<file path="src/rtl/plic_gateway_target.sv">
// PLIC per-source gateways and single-target claim/complete logic.
// Gateways feed the arbiter; its delayed max-priority id is filtered, thresholded and claimed here.
module plic_gateway_target #(
    parameter int PLIC_NUM_SOURCES = 32,
    parameter int ARB_LATENCY      = 6,
    parameter int ID_W             = $clog2(PLIC_NUM_SOURCES)
) (
    input  logic                                clk,
    input  logic                                rst_n,
    input  logic [PLIC_NUM_SOURCES-1:0]         irq_src_in,
    input  logic [PLIC_NUM_SOURCES-1:0]         irq_edge_in,
    input  logic [PLIC_NUM_SOURCES-1:0]         enable_in,
    input  logic [PLIC_NUM_SOURCES-1:0][7:0]    pri_in,
    input  logic [7:0]                          threshold_in,
    output logic [PLIC_NUM_SOURCES-1:0]         arb_valid_out,
    input  logic [ID_W-1:0]                     arb_id_in,
    input  logic                                arb_valid_in,
    output logic                                ext_irq_out,
    input  logic                                claim_req_in,
    output logic                                claim_rsp_valid_out,
    output logic [ID_W-1:0]                     claim_id_out,
    input  logic                                complete_req_in,
    input  logic [ID_W-1:0]                     complete_id_in,
    output logic [PLIC_NUM_SOURCES-1:0]         pending_out
);
    localparam int N  = PLIC_NUM_SOURCES;
    localparam int BW = $clog2(ARB_LATENCY + 1);

    logic [N-1:0]    pending_q, pending_d;
    logic [N-1:0]    in_service_q, in_service_d;
    logic [N-1:0]    edge_held_q, edge_held_d;
    logic [N-1:0]    irq_src_q;
    logic [N-1:0]    edge_mode_q;
    logic            cand_vld_q, cand_vld_d;
    logic [ID_W-1:0] cand_id_q, cand_id_d;
    logic [BW-1:0]   blank_q, blank_d;
    logic            ext_irq_q;
    logic            claim_rsp_q;
    logic [ID_W-1:0] claim_id_q, claim_id_d;

    logic            claim_fire;
    logic            complete_fire;
    logic [N-1:0]    claim_hit;
    logic [N-1:0]    complete_hit;

    assign claim_fire    = claim_req_in & cand_vld_q;
    assign complete_fire = |complete_hit;

    genvar gi;
    generate
        for (gi = 0; gi < N; gi++) begin : g_gw
            if (gi == 0) begin : g_src0
                logic unused_src0;
                assign unused_src0     = ^{irq_src_q[0], edge_mode_q[0], in_service_q[0],
                                           edge_held_q[0], irq_src_in[0], irq_edge_in[0]};
                assign claim_hit[0]    = 1'b0;
                assign complete_hit[0] = 1'b0;
                assign pending_d[0]    = 1'b0;
                assign in_service_d[0] = 1'b0;
                assign edge_held_d[0]  = 1'b0;
            end else begin : g_src
                logic rise;
                logic blocked;
                logic trig;
                assign claim_hit[gi]    = claim_fire & (cand_id_q == ID_W'(gi));
                assign complete_hit[gi] = complete_req_in & (complete_id_in == ID_W'(gi))
                                          & in_service_q[gi];
                assign rise    = irq_src_in[gi] & ~irq_src_q[gi];
                assign blocked = in_service_q[gi] | claim_hit[gi];
                assign trig    = irq_edge_in[gi] ? rise : irq_src_in[gi];

                assign pending_d[gi]    = claim_hit[gi] ? 1'b0 :
                                          (pending_q[gi] | (trig & ~blocked)
                                           | (complete_hit[gi] & edge_held_q[gi]));
                assign in_service_d[gi] = claim_hit[gi] | (in_service_q[gi] & ~complete_hit[gi]);
                // A held edge is released by completion; a new edge while busy is held (one deep).
                assign edge_held_d[gi]  = (irq_edge_in[gi] != edge_mode_q[gi]) ? 1'b0 :
                                          ((edge_held_q[gi] & ~complete_hit[gi])
                                           | (irq_edge_in[gi] & rise & blocked));
            end
        end
    endgenerate

    always_comb begin
        cand_id_d  = cand_id_q;
        cand_vld_d = 1'b0;
        blank_d    = blank_q;
        claim_id_d = claim_id_q;

        // Re-checking pending drops stale arbiter results for already-claimed sources.
        if (blank_q == '0) begin
            cand_id_d = arb_id_in;
            if (!claim_fire && !complete_fire) begin
                cand_vld_d = arb_valid_in & pending_q[arb_id_in] & enable_in[arb_id_in]
                             & (pri_in[arb_id_in] > threshold_in) & (arb_id_in != '0);
            end
        end

        if (claim_fire || complete_fire) begin
            blank_d = BW'(ARB_LATENCY);
        end else if (blank_q != '0) begin
            blank_d = blank_q - 1'b1;
        end

        if (claim_req_in) begin
            claim_id_d = cand_vld_q ? cand_id_q : '0;
        end
    end

    always_ff @(posedge clk or negedge rst_n) begin
        if (!rst_n) begin
            pending_q    <= '0;
            in_service_q <= '0;
            edge_held_q  <= '0;
            irq_src_q    <= '0;
            edge_mode_q  <= '0;
            cand_vld_q   <= 1'b0;
            cand_id_q    <= '0;
            blank_q      <= '0;
            ext_irq_q    <= 1'b0;
            claim_rsp_q  <= 1'b0;
            claim_id_q   <= '0;
        end else begin
            pending_q    <= pending_d;
            in_service_q <= in_service_d;
            edge_held_q  <= edge_held_d;
            irq_src_q    <= irq_src_in;
            edge_mode_q  <= irq_edge_in;
            cand_vld_q   <= cand_vld_d;
            cand_id_q    <= cand_id_d;
            blank_q      <= blank_d;
            ext_irq_q    <= cand_vld_d;
            claim_rsp_q  <= claim_req_in;
            claim_id_q   <= claim_id_d;
        end
    end

    assign arb_valid_out       = {pending_q[N-1:1] & enable_in[N-1:1], 1'b0};
    assign pending_out         = pending_q;
    assign ext_irq_out         = ext_irq_q;
    assign claim_rsp_valid_out = claim_rsp_q;
    assign claim_id_out        = claim_id_q;

endmodule

</file>
<file path="config.mk">
export PLATFORM = sky130hd
export DESIGN_NAME = plic_gateway_target
export DESIGN_NICKNAME = d
export VERILOG_FILES = /design/src/rtl/plic_gateway_target.sv
export SDC_FILE = /design/constraint.sdc
export NUM_CORES = 1
export LEC_CHECK = 0
export ABC_AREA = 1
export ABC_CLOCK_PERIOD_IN_PS = 4200
export CAP_MARGIN = 20
export CORE_AREA = 4 4 172 174
export DETAILED_ROUTE_END_ITERATION = 16
export DIE_AREA = 0 0 176 178
export PLACE_DENSITY = 0.72
export SYNTH_ARGS = -nofsm -noshare
export SYNTH_HDL_FRONTEND = slang
export SYNTH_SLANG_ARGS = --single-unit
export TNS_END_PERCENT = 10
</file>
<file path="constraint.sdc">
create_clock -name clk -period 4.2 [get_ports clk]
set_clock_uncertainty 0.05 [all_clocks]
set_input_delay 0.84 -clock clk [delete_from_list [all_inputs] [get_ports clk]]
set_output_delay 0.84 -clock clk [all_outputs]
set_load 0.02 [all_outputs]
</file>
==> impl_metrics.ini <==
[die]
io_pins = 446
die_area_mm2 = 0.0313
row_count = 61
initial_core_util_pct = 36.9
die_w_um = 176
die_h_um = 178
core_mm2 = 0.0278

[placement]
placed_cells = 2221
gp_congestion = 0.881
dp_hpwl_um = 35500
io_buffers = 440
place_area_mm2 = 0.0150

[clock_tree]
clk_pin_slew_worst_paths_ns = 0.07
hold_buffers = 0
clk_latency_ns = 0.43
postCtsSetupBuffers = 0
clock_sinks = 170
clock-root-buffer = clkbuf_16
clockBufferDepth = 2
htreeDepth = 4
cts_tree = built
cts_resized = 0
cts_buffers = 17

[timing]
hold_viol_final = 0
timing.fmax_mhz = 275
period_minus_slack_ns = 3.64
fin_setup_tns_ns = 0
worst_slew_pin_slew_ns = 0.877
max_slew_margin_pct = 41.6
setup_viol = 0
rsz0062_at_grt = false
maxSlewViolCount = 0
finalCritPeriodShare_pct = 86.7

[power]
pwr-share-seq_pct = 41.0
leakagePower_uw = 0.00698
comb_power_share_pct = 26.5
internal_power_uw = 3150
total_power_uw = 4580
switching_share_pct = 31.3
power_density_mw_per_mm2 = 293
clkPwrFrac_pct = 32.5
switchingPower_uw = 1430
ir_drop_v = 0.000278

[cells_and_area]
fill_cells = 2638
fin_util_pct = 56.2
stdcell_area_mm2 = 0.0156
nets = 2247
finalNonFillerCells = 2262
drive_gt1_share_pct = 4.21
area_growth_pct = 52.5
final_cell_mix = 489 x nand2_1, 439 x clkdlybuf4s50_1, 170 x dfrtp_1
layout_commonest_cell = nand2_1

[global_routing]
grt_pass1_vias = 11300
grt_overflow = 0
grt_use_total_pct = 26.7
grt_pass1_wl_um = 64000
grt_max_degree = 97
antenna_found_initial = 12

[synth]
seq_area_frac_synth_pct = 41.5
syn_avg_cell_area_um2 = 7.16
yosysUniqueCellTypes = 35
syn_inst = 1430
synth-seq-cells = 170
synth_warnings = 0
syn_area_mm2 = 0.0102

[detailed_routing]
wl_per_cell_um = 19.2
drt_wl_total_um = 43500
drtIter0Drc = 815
first_pass_iters = 5
vias = 11400
drc = 0
vias_per_cell = 5.02
final_antenna_net_count = 0

[flow_run]
cap_violations = 0

[critical_path]
endpoint_kind = flip-flop
r2r-end = edge_held_q[27]
crit_required_ns = 4.47
critPathMaxFanout = 31
reg2reg_slack_ns = 2.22
crit_arrival_ns = 3.92
slowest_stage = clkdlybuf4s50_1
worstPathCellList = clkdlybuf4s50_1 -> nand2_1 -> inv_2 -> buf_4 -> nand2_1 -> nand3_1 -> o21ai_0 -> o21ai_0 -> nor3_1 -> nor2_1 -> ha_1 -> a21oi_1 -> nor2_1 -> a211oi_1 -> a21oi_1 -> nand2_1 -> nor2_1
reg2reg_depth = 8
critPathLaunchType = primary input
crit_type = primary input to flip-flop
r2r_start = cand_id_q[3]
slowest_delay_ns = 0.62

[status]
status = complete, no violations

[min_path]
hold_class = primary input to async pin
-- flip-flops by register name (all words and copies together) (netlist names) --
signal               cells
edge_held_q             31
edge_mode_q             31
in_service_q            31
irq_src_q               31
pending_out             31
cand_id_q                5
claim_id_out             5
blank_q                  3
claim_rsp_valid_out      1
ext_irq_out              1
-- Yosys cell counts --
master | number | area share (%)
nand2_1 | 489 | 18
dfrtp_1 | 170 | 42
inv_1 | 138 | 5.1
nor2_1 | 124 | 4.5
nand3_1 | 123 | 6.0
a21oi_1 | 77 | 3.8
a22oi_1 | 66 | 4.8
o21ai_0 | 48 | 2.3
xor2_1 | 33 | 2.8
buf_2 | 20 | 0.98
a31oi_1 | 14 | 0.85
nor3b_1 | 12 | 0.88
o22ai_1 | 12 | 0.73
nand4_1 | 11 | 0.67
buf_4 | 10 | 0.73
clkbuf_1 | 10 | 0.37
ha_1 | 10 | 1.2
nor2_2 | 10 | 0.61
nor2_4 | 7 | 0.77
inv_2 | 6 | 0.22
nor3_1 | 6 | 0.29
a211oi_1 | 5 | 0.37
buf_6 | 5 | 0.55
nand3b_1 | 5 | 0.37
a32oi_1 | 3 | 0.26
and3_1 | 3 | 0.18
a21boi_0 | 2 | 0.15
nand2_4 | 2 | 0.22
nor3b_2 | 2 | 0.24
o221ai_1 | 2 | 0.17
clkbuf_2 | 1 | 0.049
clkinv_1 | 1 | 0.037
conb_1 | 1 | 0.037
nand2_2 | 1 | 0.061
nor3_4 | 1 | 0.16
-- power by group through the flow --
stage	sequential, uW	clock (uW)	combinational [uW]
floorplan	1890	0	557
global placement	1900	0	1200
detailed placement	1910	0	1210
CTS	1880	1510	1220
global route	1890	1580	1340
finish	1880	1490	1220
-- worst max path at each step --
stage | slack, ns | end | startpoint
after floorplan | 1.39 | ext_irq_out | arb_id_in[1]
after global placement | 0.16 | ext_irq_out | arb_id_in[0]
after detailed placement | 0.13 | ext_irq_out | arb_id_in[0]
after CTS | 0.57 | ext_irq_out | arb_id_in[0]
after global routing | 0.34 | ext_irq_out | arb_id_in[1]
final | 0.56 | ext_irq_out | arb_id_in[0]
-- through the flow --
stage | setup slack, ns | hold WS, ns
after floorplan | 1.39 | 0.430
after global placement | 0.162 | 0.454
after detailed placement | 0.126 | 0.454
after CTS | 0.573 | 0.476
after global routing | 0.336 | 0.502
final | 0.557 | 0.457
-- worst max-delay path: cells and delay by family --
kind | cells | cell delay [ns]
adders and majority gates | 1 | 0.26
AOI/OAI and AO/OA | 5 | 0.93
and+or+nand+nor | 8 | 0.82
buffers and inverters | 3 | 1.05
-- cells by family (layout without fill, tap and decap cells) --
family          count (synthesis)  after routing  synth area share [%]
fa+ha+maj                      10             10                  1.22
xor+xnor                       33             33                  2.82
simple gates                  796            796                  32.9
flops                         170            170                  41.5
other cells                     1             11                0.0366
buf+inv                       191            635                  7.99
compound gates                229            229                  13.5
-- per-layer routing --
layer | track usage [%] | vias up | part of all wire [%]
met5 | 0 | - | 0.11
met4 | 11.1 | 8 | 3.7
met3 | 7.46 | 86 | 7.7
met2 | 45.7 | 431 | 49
met1 | 31.8 | 5283 | 39
li1 | - | 5552 | -
-- layout make-up --
cell class                      count  area (um2)  area share (%)
Clock buffer                       21         470            3.01
Clock inverter                     11        81.3           0.521
Multi-Input combinational cell   1070        5180            33.2
Antenna cell                        9        22.5           0.144
Tap cell                          378         473            3.03
Inverter                          145         544            3.48
Sequential cell                   170        4250            27.2
Timing Repair Buffer              458        4590            29.4
Note: power is estimated with default switching activity, not from simulation.
